--- src/rtl/ysyx_22050854_wb_pkg.sv ---
// Shared write-back arbiter types and constants.
// Requester order is fixed: ALU, LSU, MDU.
package ysyx_22050854_wb_pkg;

    localparam int XLEN_DEFAULT = 64;
    localparam int NREQ_DEFAULT = 3;

    localparam int WB_ALU = 0;
    localparam int WB_LSU = 1;
    localparam int WB_MDU = 2;

    typedef struct packed {
        logic                    valid;
        logic [4:0]              rd;
        logic [XLEN_DEFAULT-1:0] data;
    } wb_req_t;

endpackage

--- src/rtl/ysyx_22050854_rr_arbiter.sv ---
// Round-robin arbiter: pointer register plus one-hot grant search from ptr.
// Latency: grant is combinational; ptr updates on the edge after an advance.
// Backpressure: non-granted requesters simply see no grant and wait.
module ysyx_22050854_rr_arbiter
    import ysyx_22050854_wb_pkg::*;
#(
    parameter int N = NREQ_DEFAULT,
    localparam int IW = (N > 1) ? $clog2(N) : 1
) (
    input  logic          clk,
    input  logic          rst,
    input  logic [N-1:0]  req,
    input  logic          advance,
    output logic [N-1:0]  gnt,
    output logic [IW-1:0] gnt_idx
);

    logic [IW-1:0] ptr;
    logic [IW-1:0] ptr_eff;
    logic          found;

    // Encodings at or beyond N are not reachable in normal use; fold them to 0.
    assign ptr_eff = (int'(ptr) >= N) ? '0 : ptr;

    always_comb begin
        int idx;
        gnt     = '0;
        gnt_idx = '0;
        found   = 1'b0;
        idx     = 0;
        for (int k = 0; k < N; k++) begin
            idx = int'(ptr_eff) + k;
            if (idx >= N) idx = idx - N;
            if (!found && req[idx]) begin
                gnt[idx] = 1'b1;
                gnt_idx  = IW'(idx);
                found    = 1'b1;
            end
        end
    end

    always_ff @(posedge clk or posedge rst) begin
        if (rst) begin
            ptr <= '0;
        end else if (advance) begin
            ptr <= (int'(gnt_idx) == N - 1) ? '0 : gnt_idx + 1'b1;
        end
    end

endmodule

--- src/rtl/ysyx_22050854_wb_arbiter.sv ---
// Shares the register-file write port among ALU/LSU/MDU by round-robin; optional bypass via YSYX_22050854_WB_FWD_EN.
// Latency: transfer in cycle N drives rf_wen/rf_waddr/rf_wdata in cycle N+1.
// Backpressure: no internal storage; losers see req_ready low and hold their request.
module ysyx_22050854_wb_arbiter
    import ysyx_22050854_wb_pkg::*;
#(
    parameter int XLEN = XLEN_DEFAULT,
    parameter int NREQ = NREQ_DEFAULT
) (
    input  logic              clk,
    input  logic              rst,
    input  logic [NREQ-1:0]   req_valid,
    input  logic [NREQ*5-1:0] req_rd,
    input  logic [NREQ*XLEN-1:0] req_data,
    output logic [NREQ-1:0]   req_ready,
    output logic              rf_wen,
    output logic [4:0]        rf_waddr,
    output logic [XLEN-1:0]   rf_wdata,
`ifdef YSYX_22050854_WB_FWD_EN
    output logic              fwd_valid,
    output logic [4:0]        fwd_rd,
    output logic [XLEN-1:0]   fwd_data,
`endif
    output logic              wb_busy
);

    localparam int IW = (NREQ > 1) ? $clog2(NREQ) : 1;

    wb_req_t         reqs [NREQ];
    wb_req_t         sel;
    logic [NREQ-1:0] arb_req;
    logic [NREQ-1:0] gnt;
    logic [IW-1:0]   gnt_idx;
    logic            xfer;

    always_comb begin
        for (int i = 0; i < NREQ; i++) begin
            reqs[i].valid = req_valid[i];
            reqs[i].rd    = req_rd[i*5 +: 5];
            reqs[i].data  = XLEN_DEFAULT'(req_data[i*XLEN +: XLEN]);
            arb_req[i]    = reqs[i].valid;
        end
    end

    ysyx_22050854_rr_arbiter #(.N(NREQ)) u_rr (
        .clk     (clk),
        .rst     (rst),
        .req     (arb_req),
        .advance (xfer),
        .gnt     (gnt),
        .gnt_idx (gnt_idx)
    );

    always_comb begin
        sel = '0;
        for (int i = 0; i < NREQ; i++) begin
            if (int'(gnt_idx) == i) sel = reqs[i];
        end
    end

    assign req_ready = rst ? '0 : gnt;
    assign xfer      = |(req_valid & req_ready);
    assign wb_busy   = |(req_valid & ~req_ready);

`ifdef YSYX_22050854_WB_FWD_EN
    assign fwd_valid = xfer && (sel.rd != 5'd0);
    assign fwd_rd    = sel.rd;
    assign fwd_data  = XLEN'(sel.data);
`endif

    // x0 writes are accepted upstream but never reach the register file.
    always_ff @(posedge clk or posedge rst) begin
        if (rst) begin
            rf_wen   <= 1'b0;
            rf_waddr <= '0;
            rf_wdata <= '0;
        end else if (xfer && (sel.rd != 5'd0)) begin
            rf_wen   <= 1'b1;
            rf_waddr <= sel.rd;
            rf_wdata <= XLEN'(sel.data);
        end else begin
            rf_wen   <= 1'b0;
        end
    end

endmodule

--- config.mk ---
export PLATFORM = sky130hd
export DESIGN_NAME = ysyx_22050854_wb_arbiter
export DESIGN_NICKNAME = d
export VERILOG_FILES = /design/src/rtl/ysyx_22050854_wb_pkg.sv /design/src/rtl/ysyx_22050854_rr_arbiter.sv /design/src/rtl/ysyx_22050854_wb_arbiter.sv
export SDC_FILE = /design/constraint.sdc
export NUM_CORES = 1
export LEC_CHECK = 0
export BUFFER_PORTS_ARGS = -buffer_cell sky130_fd_sc_hd__buf_2
export CAP_MARGIN = 20
export CORE_AREA = 2 2 110 112
export DETAILED_ROUTE_END_ITERATION = 8
export DIE_AREA = 0 0 112 114
export GPL_TIMING_DRIVEN = 0
export PLACE_DENSITY = 0.76
export SLEW_MARGIN = 30
export SYNTH_ARGS = -nofsm -noshare
export SYNTH_HDL_FRONTEND = slang
export SYNTH_SLANG_ARGS = --single-unit
--- constraint.sdc ---
create_clock -name clk -period 2.8 [get_ports clk]
set_input_delay 0.42 -clock clk [delete_from_list [all_inputs] [get_ports clk]]
set_output_delay 0.42 -clock clk [all_outputs]
set_load 0.05 [all_outputs]
-- Word level (Yosys, flattened, before mapping)
Cells that the tools add are included.
- input port bits: 212
- register bits after elaboration: 72
- word-level logic and storage cells: 72
- output and inout bits: 74
- add/sub/neg operators: 6
- order comparisons: 10
- equal/unequal tests: 2
- bitwise gates (word level): 5
- reductions and logical operators: 12
- muxes and demuxes: 33
- operators by type and width (cell ; count):
    $mux 69 ; 3
    $ge 32x1->1 const B ; 3
    $lt 32x4->1 const B ; 3
    $mux 32 ; 3
    $ge 32x3->1 const B ; 2
    $sub 32x3->32 const B ; 2
    $mux 1 ; 12
    $mux 3 ; 4
    $mux 2 ; 5
    $and 3x3->3 ; 2
    $bmux 1 s2 ; 3
    $demux 1 s2 ; 3
    $logic_and 1x1->1 ; 6
    $or 3x3->3 ; 2
    $reduce_or 3->1 ; 2
    $reduce_bool 5->1 ; 1
    $eq 2x2->1 const B ; 2
    $ge 2x2->1 const B ; 2
    $add 2x1->3 const B ; 1
    $add 2x2->3 const B ; 1
    $not 3->3 ; 1
    $sub 2x2->3 const B ; 1
    $add 2x1->2 const B ; 1
    $logic_not 1->1 ; 2
    $logic_not 2->1 ; 1

-- Depth between registers and ports, before layout
Gate-level depths: netlist of run 1.
- depth after elaboration: 21
- mapped depth: 13
- mapped depth without buffers: 9

-- Hierarchy
A second synthesis of run 1 with hierarchy kept.
- cell total of the unflattened synthesis: 441
- area, all modules: 4675.7 sq um
- modules (own cells, without submodules) (module ; instances ; cells an instance ; area each (sq um) ; sequential area each (sq um)):
    ysyx_22050854_wb_arbiter ; 1 ; 394 ; 4319.1 ; 1751.7
    ysyx_22050854_rr_arbiter ; 1 ; 47 ; 356.6 ; 50.0

-- Worst setup path before layout of run 1
No wires, ideal clock.
- path type: register -> register
- from: register u_rr.ptr[0]
- to: register rf_wdata[42]
- required time: 2.672 ns
- arrival time: 3.689 ns
- cell stages (with the launch flop): 13
- setup slack: -1.016 ns
- cells stage by stage: dfrtp_1 -> inv_1 -> ha_1 -> buf_2 -> nor3b_1 -> a32o_1 -> a221oi_1 -> a211oi_1 -> a221o_1 -> buf_4 -> o41ai_4 -> buf_4 -> mux2_1
- RTL lines (what ; RTL line ; source):
    start: declaration ; ysyx_22050854_rr_arbiter.sv:18 ; logic [IW-1:0] ptr;
    start signal: assignment ; ysyx_22050854_rr_arbiter.sv:46 ; ptr <= (int'(gnt_idx) == N - 1) ? '0 : gnt_idx + 1'b1;
    $ge 2x2->1 ; ysyx_22050854_rr_arbiter.sv:23 ; assign ptr_eff = (int'(ptr) >= N) ? '0 : ptr;
    $mux 2 * ; ysyx_22050854_rr_arbiter.sv:23 ;
    parallel branches: the longest is 11 deep, another holds $sub 32x3->32 ; n/a ;
    $mux 3 * ; ysyx_22050854_rr_arbiter.sv:34 ; if (!found && req[idx]) begin
    $mux 3 * ; ysyx_22050854_wb_arbiter.sv:61 ; assign req_ready = rst ? '0 : gnt;
    via req_ready[0] ; ysyx_22050854_wb_arbiter.sv:15 ; output logic [NREQ-1:0] req_ready,
    $and 3x3->3 * ; ysyx_22050854_wb_arbiter.sv:62 ; assign xfer = |(req_valid & req_ready);
    $reduce_or 3->1 * ; ysyx_22050854_wb_arbiter.sv:62 ;
    $logic_and 1x1->1 * ; ysyx_22050854_wb_arbiter.sv:77 ; end else if (xfer && (sel.rd != 5'd0)) begin
    end signal: assignment ; ysyx_22050854_wb_arbiter.sv:80 ; rf_wdata <= XLEN'(sel.data);
    end: declaration ; ysyx_22050854_wb_arbiter.sv:18 ; output logic [XLEN-1:0] rf_wdata,
Mark *: on every way through the listed nets, which the timed path passes. The select of a mux whose other input is x is not followed.
A chain may end at the register's enable or synchronous reset.

-- Worst setup path in the final report of run 1
- from: register u_rr.ptr[0]
- to: register rf_wdata[44]
- word-level cells in the longest chain between the ends: 20
- ends and longest elaborated chain (what ; RTL line):
    $ge 2x2->1 ; ysyx_22050854_rr_arbiter.sv:23
    $mux 2 * ; ysyx_22050854_rr_arbiter.sv:23
    parallel branches: the longest is 18 deep, another holds $sub 32x3->32 ; n/a
Mark *: on every way between the ends. The select of a mux whose other input is x is not followed.

==> summary.txt, run 1 <==
Run status
  • Outcome: complete, but fails checks
  • Failing checks: setup timing

Finish
  • Fillers: a little over 1000
  • Final #Nets: roughly 1000
  • N_diodes: 0
  • Post-Layout Cell Count: between 900 and 1000
  • Area occupied by multi-input gates: between 2000 and 2500 um2
  • Layout area overhead: 60.3%
  • Fraction of layout cells with a size suffix above 1: 0.517
  • Register Area: between 1500 and 2000 um2
  • Final Cell Area: ~7100 um2

Yosys
  • Yosys reg bits: just over 70
  • Number of synthesized flops with an enable pin: 0
  • XOR/XNOR Fraction of Synth Area: 0
  • Mapped Cells: approximately 450
  • Async set-or-reset flop fraction in the synthesized netlist: 1.00
  • Post-synthesis mux area share: 0.206
  • Net Count, Synth: between 600 and 700
  • Main combinational cell family by area after synthesis: compound AO/OA/AOI/OAI gates
  • Yosys warns: 0
  • Most common cell in the synthesized netlist: dfrtp_1
  • Mean post-synth cell area: 9.79 um2
  • Synth top area cells: dfrtp_1 41%, mux2i_1 15%, a22o_1 9.3%
  • Most frequent cells after synthesis: 72 x dfrtp_1, 66 x mux2i_1, 49 x inv_1
  • Post-synth top area cell: dfrtp_1
  • Mapped Area: around 4400 um2
  • Adder-Cell Fraction of Synth Area: 0.0113
  • Post-synth top flop: dfrtp_1
  • Compound-Gate Fraction of Synth Area: 0.231
  • Synth top area share: 0.408
  • Seq/Total Area, Yosys: 0.408
  • Distinct cells, synth: 46
  • Simple-Gate Fraction of Synth Area: 0.0587

Floorplan
  • Die area: roughly 13000 um2
  • Die height: ~110 um
  • Starting density of the core: 0.377
  • Rows: 40
  • Die W: 112 um
  • I/O Pins: approximately 290
  • Core Region: 11700 um2

Detailed routing
  • DR vias/cell: approximately 5.1
  • Number of remaining DRC errors: 0
  • Final wirelength: approximately 15000 um
  • Post-route ant nets: 0
  • Via Count: 4746
  • DRT Pass-1 Iters: 5
  • WL/cell: 16.3 um
  • Drt first-iter violations: 181

CTS
  • Clk Latency, worst-skew pair: 330 ps
  • CTS max path bufs: 2
  • Root Buffer: clkbuf_16
  • Reg clk slew, reported paths: ~60 ps
  • Clock Sinks: 72
  • Total CTS buffers: 9
  • CTS tree: done
  • H-tree depth: 3

STA
  • Count of final setup violators: 69
  • RSZ-0062 raised after global routing: yes
  • Crit path time final: between 3000 and 4000 ps
  • Worst-Margin Slew: ~600 ps
  • Setup Skew: between 7 and 8 ps
  • Relative slew slack: 0.596
  • Fmax: roughly 320 MHz
  • Final Hold Vio Count: 0
  • Slew Viols, Final: 0
  • PnR worst setup slack: -312 ps
  • Fin crit share: 1.11

Place
  • IO Port Bufs: 284
  • HPWL after detailed placement: 11000 um
  • Area after DPL: 6140 um2
  • GP Congestion: 0.878
  • Post-Place Cells: ~900

Power
  • Pint: about 5.6 mW
  • Logic gate share of total power: 0.727
  • Power density over the cells: 1590 nW/um2
  • Switch Pwr: 5.65 mW
  • Clock network power share: 0.103
  • P_leak: just under 4 nW
  • Worst vdd ir: ~780 uV
  • Reg power frac: 0.169
  • Switching Fraction: 0.504

Setup path
  • Critical Path Sink Type: register
  • Crit-path max cell delay: between 400 and 500 ps
  • WS Path Type: register to register
  • Critical Path RT: 3050 ps
  • Cell breakdown of the critical path: inv_2 -> ha_4 -> inv_6 -> nor4b_4 -> o22a_1 -> buf_6 -> nor3_2 -> a221o_1 -> o41ai_4 -> buf_6 -> buf_12 -> buf_12 -> mux2i_4
  • Data arrival, critical path: between 3000 and 4000 ps
  • Startpoint types: register
  • CP Max Fanout: 7
  • CP max stage cell: dfrtp_2

GRT
  • Largest net degree at the start of global routing: 45
  • Remaining Overflow, GRT: 0
  • Antenna violations before repair: 0
  • First-pass GRT wire length: 23300 um
  • Vias in the first global route: between 4000 and 5000
  • Total track usage: 0.232

Hold path
  • Path type of the worst min-delay path: primary input to asynchronous set/reset pin

Flow run
  • Max Cap Viol: 0
routing by layer:
metal / GRT usage / vias to the layer above / wire [um]
met3: 0.0505 / 35 / 1300
met2: 0.415 / 234 / 7570
met1: 0.269 / 2191 / 5930
li1: - / 2286 / -
met5: 0 / - / 0
met4: 0.100 / 0 / 411
final timing paths:
path | start | to | slack [ps] | cells past startpoint
worst max-delay path | u_rr.ptr[0] | rf_wdata[44] | -310 | 13
max in group asynchronous | rst | rf_wdata[8] | 2090 | 3
worst min-delay path | rst | rf_wdata[38] | 160 | 2
worst max register to register | u_rr.ptr[0] | rf_wdata[44] | -310 | 13
min in group clk | req_data[50] | rf_wdata[50] | 360 | 3
worst min register to register | rf_waddr[4] | rf_waddr[4] | 480 | 1
power groups by stage:
stage	clock network, mW	registers, mW	logic [mW]
after floorplan	0	3.70	3.37
after global placement	0	1.87	6.76
after detailed placement	0	1.89	6.84
after CTS	1.19	1.90	7.94
after global routing	1.23	1.96	8.68
final	1.16	1.90	8.16
layout make-up:
class,count,share of cell area
Multi-Input combinational cell,294,0.353
Timing Repair Buffer,322,0.261
Sequential cell,72,0.255
Clock buffer,10,0.0338
Buffer,31,0.0336
Inverter,51,0.0281
Tap cell,147,0.0260
Clock inverter,6,0.00972
cells in the final DEF, fill, tap and decap left out, types with 12 or more instances in the layout:
cell type / synthesis / routed
buf_2: 6 / 283
dfrtp_1: 72 / 71
mux2i_1: 66 / 64
a21oi_1: 48 / 47
a22o_1: 47 / 47
inv_1: 49 / 45
nand2_1: 32 / 31
buf_4: 5 / 26
o21ai_0: 22 / 22
mux2_4: 0 / 21
clkbuf_1: 17 / 13
buf_6: 4 / 12
cells by family (layout without fill, tap and decap cells):
logic type	after synthesis	count (layout)
compound gates	147	147
buf+inv	85	420
fa+ha+maj	4	4
flops	72	72
mux	88	88
simple gates	55	55
sequential cells by signal (all words and copies together) (netlist names):
signal / count
rf_waddr: 5
rf_wdata: 64
u_rr.ptr: 2
rf_wen: 1
stage by stage:
step | hold slack (ps) | power, mW | util | worst slack [ps] | TNS (ps)
floorplan | 545 | 7.07 | - | -121 | -4640
global placement | 456 | 8.63 | 0.521 | -653 | -71940
detailed placement | 465 | 8.73 | 0.524 | -751 | -43500
CTS | 173 | 11.0 | 0.595 | -328 | -16960
global route | 198 | 11.9 | 0.604 | -421 | -24780
finish | 164 | 11.2 | 0.604 | -312 | -16980
critical path, delay by kind of cell, from the launching register on:
kind | cells | cell delay (ps)
AO/OA/AOI/OAI | 3 | 870
adder cells (fa/ha/maj) | 1 | 330
buffers and inverters | 6 | 810
flip-flops | 1 | 430
multiplexers | 1 | 220
AND/OR/NAND/NOR | 2 | 350
timing repair:
item                                    CTS  global route
pin swaps                                13            11
buffers inserted                         24            11
endpoints found under the setup margin   70            73
hold buffers                              0             0
cloned                                    4             0
resized for setup                        59            23
Power figures use the tool's default switching activity.
==> inputs of run 2 (changes only) <==
Settings changed: CORE_AREA 2 2 110 112 to 2 2 112 114, DIE_AREA 0 0 112 114 to 0 0 114 116, PLACE_DENSITY 0.76 to 0.71.
Clock period 2.8 ns to 4 ns, I/O delays scaled along.
==> run 2 against run 1 <==
Effect of this change: the flow now finishes without violations; total power decreased by 40%; combinational power down 43%; sequential share of layout area increased by 3.0 points; largest cell class unchanged; highest routed layer unchanged.
==> summary.txt, run 2 (synthesis gave the netlist of run 1 again) <==
Detailed routing
  • Drt first-iter violations: 128 (-29%)
  • DR vias/cell: 5.13 (+0.81%)
  • WL/cell: 16.4 um (+0.84%)
  • Via Count: 4605 (-3.0%)
  • Final wirelength: 14800 um (-2.9%)
  • DRT Pass-1 Iters: 4 (-1)
  • Post-route ant nets: 0 (unchanged)
  • Number of remaining DRC errors: 0 (unchanged)

Floorplan
  • I/O Pins: 286 (unchanged)
  • Die area: 13200 um2 (+3.6%)
  • Core Region: 11900 um2 (+1.7%)
  • Die height: 116 um (+1.8%)
  • Die W: 114 um (+1.8%)
  • Rows: 40 (unchanged)
  • Starting density of the core: 0.371 (-0.00634)

STA
  • Fin crit share: 0.902 (-0.209)
  • PnR worst setup slack: 392 ps (+703 ps)
  • Relative slew slack: 0.498 (-0.0983)
  • Setup Skew: 6.76 ps (-0.617 ps)
  • Final hold slack: 354 ps (+190 ps)
  • Worst-Margin Slew: 753 ps (+147 ps)
  • RSZ-0062 raised after global routing: no
  • Fmax: 277 MHz (-14%)
  • Final Hold Vio Count: 0 (unchanged)
  • Slew Viols, Final: 0 (unchanged)
  • Crit path time final: 3610 ps (+497 ps)
  • Count of final setup violators: 0 (-100%)
  • Setup TNS: 0 ps (+16980 ps)

Power
  • Switching Fraction: 0.538 (+0.0341)
  • Pint: 3.14 mW (-44%)
  • Overall Power: 6.79 mW (-40%)
  • Power density over the cells: 1070 nW/um2 (-32%)
  • Clock network power share: 0.114 (+0.011)
  • P_leak: 3.51 nW (-9.9%)
  • Logic gate share of total power: 0.691 (-0.036)
  • Worst vdd ir: 429 uV (-45%)
  • Switch Pwr: 3.65 mW (-35%)
  • Reg power frac: 0.194 (+0.025)

Run status
  • Outcome: finished clean

Place
  • GP Congestion: 0.895 (+1.9%)
  • Post-Place Cells: 883 (unchanged)
  • Setup WS pre-CTS: 404 ps (+1160 ps)
  • Area after DPL: 6040 um2 (-1.5%)
  • HPWL after detailed placement: 11600 um (+4.9%)
  • IO Port Bufs: 284 (unchanged)

Setup path
  • Worst R2R Setup Slack: 390 ps (+700 ps)
  • WS Path Type: register to register
  • Startpoint types: register
  • Critical Path RT: 4200 ps (+1150 ps)
  • CP Max Fanout: 10 (+3)
  • Critical Path Sink Type: register
  • Data arrival, critical path: 3810 ps (+450 ps)

Finish
  • Most frequent cells in the layout: 290 x buf_2, 72 x dfrtp_1, 66 x mux2i_1
  • Final #Nets: 963 (-3.4%)
  • Layout area overhead: 43.4%
  • Commonest non-fill, non-tap cell in the layout: buf_2
  • Fillers: 1114 (+7.8%)
  • N_diodes: 0 (unchanged)
  • Max reg flops: 64 (unchanged)
  • Fraction of layout cells with a size suffix above 1: 0.426 (-0.0904)
  • Top reg by flops: rf_wdata
  • Final Cell Area: 6330 um2 (-11%)
  • Final core utilization: 0.532 (-0.0728)
  • Largest registers: rf_wdata (64), rf_waddr (5), u_rr.ptr (2)
  • Post-Layout Cell Count: 898 (-3.8%)

CTS
  • Total CTS buffers: 9 (unchanged)
  • Post-CTS Setup Inserts: 0 (-100%)
  • Clk Latency, worst-skew pair: 320 ps (about the same)
  • Hold_buf cts: 0 (unchanged)
  • H-tree depth: 3 (unchanged)
  • Reg clk slew, reported paths: 50 ps (about the same)
  • CTS max path bufs: 2 (unchanged)
  • PostCTS Resize Cnt: 0 (-100%)
  • Root Buffer: clkbuf_16
  • Clock Sinks: 72 (unchanged)
  • CTS tree: done

Flow run
  • Max Cap Viol: 0 (unchanged)

GRT
  • Antenna violations before repair: 0 (unchanged)
  • Remaining Overflow, GRT: 0 (unchanged)
  • Largest net degree at the start of global routing: 39 (-13%)
  • Vias in the first global route: 4497 (-3.2%)
  • First-pass GRT wire length: 21900 um (-6.2%)
  • Total track usage: 0.214 (-0.0180)

Hold path
  • Path type of the worst min-delay path: primary input to asynchronous set/reset pin
==> run 2: cell types whose count changed in the layout (fill, tap and decap cells not counted), sizes merged <==
| cell | delta |
|---|---|
| clkinv | -3 |
| buf | -34 |
| clkbuf | +2 |
==> run 2: critical path: stages, from the launching register on <==
cell	delay, ps
dfrtp_1	380
inv_1	90
ha_1	280
buf_2	180
inv_1	120
nor4b_2	420
o22a_1	220
buf_4	180
nor3_1	100
a221o_1	410
o41ai_4	470
buf_4	290
mux2_1	340
==> run 2: final cells by class <==
type,instances,area (um2),share of cell area
buffer,34,184,0.0290
sequential,72,1800,0.285
clock inverter,3,42.5,0.00672
tap,147,184,0.0290
timing repair buffer,285,1440,0.228
clock buffer,12,246,0.0389
multi-input combinational,294,2240,0.353
inverter,51,194,0.0306
==> run 2: final timing paths <==
check	start	to	depth (start not counted)
setup / recovery	u_rr.ptr[0]	rf_waddr[1]	12
hold / removal	rst	u_rr.ptr[1]	2
max in group asynchronous	rst	rf_wdata[4]	3
setup reg to reg	u_rr.ptr[0]	rf_waddr[1]	12
hold reg to reg	rf_waddr[4]	rf_waddr[4]	1
min in group clk	rf_waddr[4]	rf_waddr[4]	1
==> run 2: routing by layer <==
layer / global-route usage / up-vias / part of all wire / wire [um]
li1: - / 2215 / - / -
met1: 0.247 / 2171 / 0.40 / 5950
met2: 0.403 / 200 / 0.52 / 7680
met3: 0.0345 / 19 / 0.059 / 866
met4: 0.0683 / 0 / 0.018 / 261
met5: 0 / - / 0 / 0
==> run 2: power by group through the flow <==
stage                     registers [mW]  clock network (mW)  logic [mW]
final                               1.32               0.777        4.69
after floorplan                     2.59                   0        2.25
after detailed placement            1.33                   0        4.72
after global placement              1.31                   0        4.60
after global routing                1.36               0.829        5.02
after CTS                           1.32               0.805        4.73
==> inputs of run 3 (changes only) <==
Settings changed: ABC_AREA set to 1.
==> run 3 against run 2 <==
Effect of this change: flip-flop and latch count unchanged; sequential power down 5%; hold slack got worse by 71 ps; critical path type unchanged; setup slack better by 430 ps; clock skew is 1.1 ps higher; design area rose by 1.1%; critical endpoint is now rf_wdata[47]; sequential share of layout area is 0.30 points lower.
==> summary.txt, run 3 <==
Run status
  • Outcome: finished clean

Finish
  • Fraction of layout cells with a size suffix above 1: 0.343 (-0.0826)
  • Most frequent cells in the layout: 366 x nand2_1, 308 x buf_2, 147 x nand3_1
  • N_diodes: 0 (unchanged)
  • Largest registers: rf_wdata (64), rf_waddr (5), u_rr.ptr (2)
  • Layout area overhead: 44.9%
  • Final Cell Area: 6400 um2 (+1.1%)
  • Final #Nets: 1197 (+24%)
  • Top reg by flops: rf_wdata
  • Fillers: 1276 (+15%)
  • Max reg flops: 64 (unchanged)
  • Area occupied by multi-input gates: 2320 um2 (+3.8%)
  • Commonest non-fill, non-tap cell in the layout: nand2_1
  • Register Area: 1800 um2 (unchanged)

Power
  • Overall Power: 7.38 mW (+8.8%)
  • Worst vdd ir: 413 uV (-3.6%)
  • Logic gate share of total power: 0.704 (+0.013)
  • Power density over the cells: 1150 nW/um2 (+7.7%)
  • Switching Fraction: 0.580 (+0.0427)
  • P_leak: 3.82 nW (+8.8%)
  • Clock network power share: 0.125 (+0.011)
  • Pint: 3.10 mW (-1.2%)
  • Switch Pwr: 4.29 mW (+17%)
  • Reg power frac: 0.171 (-0.023)

STA
  • Fin crit share: 0.795 (-0.107)
  • Setup Skew: 7.82 ps (+1.06 ps)
  • Setup TNS: 0 ps (unchanged)
  • Fmax: 314 MHz (+13%)
  • Relative slew slack: 0.463 (-0.0347)
  • Final Hold Vio Count: 0 (unchanged)
  • Count of final setup violators: 0 (unchanged)
  • Crit path time final: 3180 ps (-427 ps)
  • Slew Viols, Final: 0 (unchanged)
  • Worst-Margin Slew: 805 ps (+52.1 ps)
  • RSZ-0062 raised after global routing: no

Setup path
  • Worst reg2reg startpoint: u_rr.ptr[0]
  • Worst setup startpoint: u_rr.ptr[0]
  • Crit-path max cell delay: 650 ps (+180 ps)
  • Cell breakdown of the critical path: inv_1 -> ha_1 -> inv_2 -> nand2_1 -> inv_1 -> nand2_1 -> nand2_1 -> nand3_1 -> nand2_1 -> inv_2 -> nand2_2 -> buf_2 -> buf_1 -> nand2_1 -> nand3_1 -> nand3_1 -> nand2_1
  • Startpoint types: register
  • Most used cell, CP: nand2_1
  • CP max stage cell: buf_1
  • Top Family by Delay on Critical Path: buffers and inverters
  • Critical Path Sink Type: register
  • WS Path Type: register to register
  • CP bufs+invs: 6 (+1)
  • CP Max Fanout: 10 (unchanged)
  • Critical Path RT: 4270 ps (+70 ps)
  • Worst R2R Setup Slack: 820 ps (+430 ps)
  • Data arrival, critical path: 3450 ps (-360 ps)

CTS
  • H-tree depth: 3 (unchanged)
  • Hold_buf cts: 0 (unchanged)
  • PostCTS Resize Cnt: 0 (unchanged)
  • Reg clk slew, reported paths: 60 ps (about the same)
  • Post-CTS Setup Inserts: 0 (unchanged)
  • CTS tree: done
  • CTS max path bufs: 2 (unchanged)
  • Total CTS buffers: 9 (unchanged)
  • Clock Sinks: 72 (unchanged)
  • Clk Latency, worst-skew pair: 330 ps (about the same)
  • Root Buffer: clkbuf_16

Yosys
  • Yosys warns: 0 (unchanged)
  • Seq/Total Area, Yosys: 0.408 (about the same)
  • Yosys reg bits: 72 (unchanged)
  • Mean post-synth cell area: 6.46 um2 (-34%)
  • Post-synth top flop: dfrtp_1
  • Post-synth top area cell: dfrtp_1
  • Number of synthesized flops with an enable pin: 0 (unchanged)
  • Most frequent cells after synthesis: 366 x nand2_1, 147 x nand3_1, 72 x dfrtp_1
  • Synth top area share: 0.408 (about the same)
  • Async set-or-reset flop fraction in the synthesized netlist: 1.00 (unchanged)
  • Distinct cells, synth: 24 (-48%)
  • Mapped Cells: 684 (+52%)
  • Net Count, Synth: 900 (+35%)
  • Most common cell in the synthesized netlist: nand2_1
  • Mapped Area: 4420 um2 (about the same)
  • Synth top area cells: dfrtp_1 41%, nand2_1 31%, nand3_1 17%

Place
  • HPWL after detailed placement: 12600 um (+9.1%)
  • IO Port Bufs: 285 (+0.35%)
  • Area after DPL: 6060 um2 (+0.23%)
  • GP Congestion: 0.837 (-6.5%)

Floorplan
  • Die area: 13200 um2 (unchanged)
  • I/O Pins: 286 (unchanged)
  • Die height: 116 um (unchanged)
  • Die W: 114 um (unchanged)
  • Starting density of the core: 0.371 (about the same)
  • Rows: 40 (unchanged)
  • Core Region: 11900 um2 (unchanged)

GRT
  • Vias in the first global route: 4989 (+11%)
  • Remaining Overflow, GRT: 0 (unchanged)
  • Total track usage: 0.237 (+0.0237)
  • Antenna violations before repair: 0 (unchanged)
  • Largest net degree at the start of global routing: 45 (+15%)
  • First-pass GRT wire length: 24200 um (+10%)

Hold path
  • Path type of the worst min-delay path: primary input to asynchronous set/reset pin

Detailed routing
  • DR vias/cell: 4.81 (-6.2%)
  • DRT Pass-1 Iters: 5 (+1)
  • WL/cell: 14.3 um (-13%)
  • Post-route ant nets: 0 (unchanged)
  • Drt first-iter violations: 306 (+140%)
  • Final wirelength: 16200 um (+9.8%)
  • Number of remaining DRC errors: 0 (unchanged)
  • Via Count: 5442 (+18%)

Flow run
  • Max Cap Viol: 0 (unchanged)
run 3: routing by layer:
metal	vias up	GRT usage	part of all wire
met3	18	0.0371	0.068
met1	2444	0.281	0.41
met5	-	0	0
li1	2762	-	-
met4	0	0.0780	0.015
met2	218	0.440	0.51
run 3: through the flow:
stage	setup WS (ps)	cells	utilization	hold slack [ps]
floorplan	91.4	684	-	580
global placement	-533	1116	0.506	449
detailed placement	852	1117	0.509	454
CTS	821	1131	0.537	291
global route	579	1131	0.537	314
finish	818	1131	0.537	283
run 3: area by class of cell:
| type | count | area share |
|---|---|---|
| Multi-Input combinational cell | 546 | 0.363 |
| Tap cell | 147 | 0.0287 |
| Sequential cell | 72 | 0.282 |
| Inverter | 23 | 0.0139 |
| Timing Repair Buffer | 286 | 0.227 |
| Clock inverter | 3 | 0.0141 |
| Clock buffer | 11 | 0.0395 |
| Buffer | 43 | 0.0321 |
run 3: path summary, 6_finish.rpt:
path,endpoint,cells past startpoint
min in group clk,rf_wdata[38],2
setup reg to reg,rf_wdata[47],17
setup / recovery,rf_wdata[47],17
hold / removal,rf_wdata[26],2
hold reg to reg,rf_wdata[38],2
max in group asynchronous,rf_waddr[3],3
run 3: cells by family (layout without fill, tap and decap cells):
kind of cell,after synthesis,count (layout),share of synthesized area
buf+inv,66,366,0.0660
simple gates,533,533,0.502
fa+ha+maj,4,4,0.0113
compound gates,9,9,0.0130
flops,72,72,0.408
run 3: power by group through the flow:
stage / clock network [mW] / logic, mW / registers [mW]
2_1_floorplan: 0 / 2.65 / 2.37
3_3_place_gp: 0 / 5.19 / 1.26
3_5_place_dp: 0 / 5.24 / 1.27
4_1_cts: 0.939 / 5.24 / 1.26
5_1_grt: 0.966 / 5.72 / 1.30
6_report: 0.925 / 5.20 / 1.26
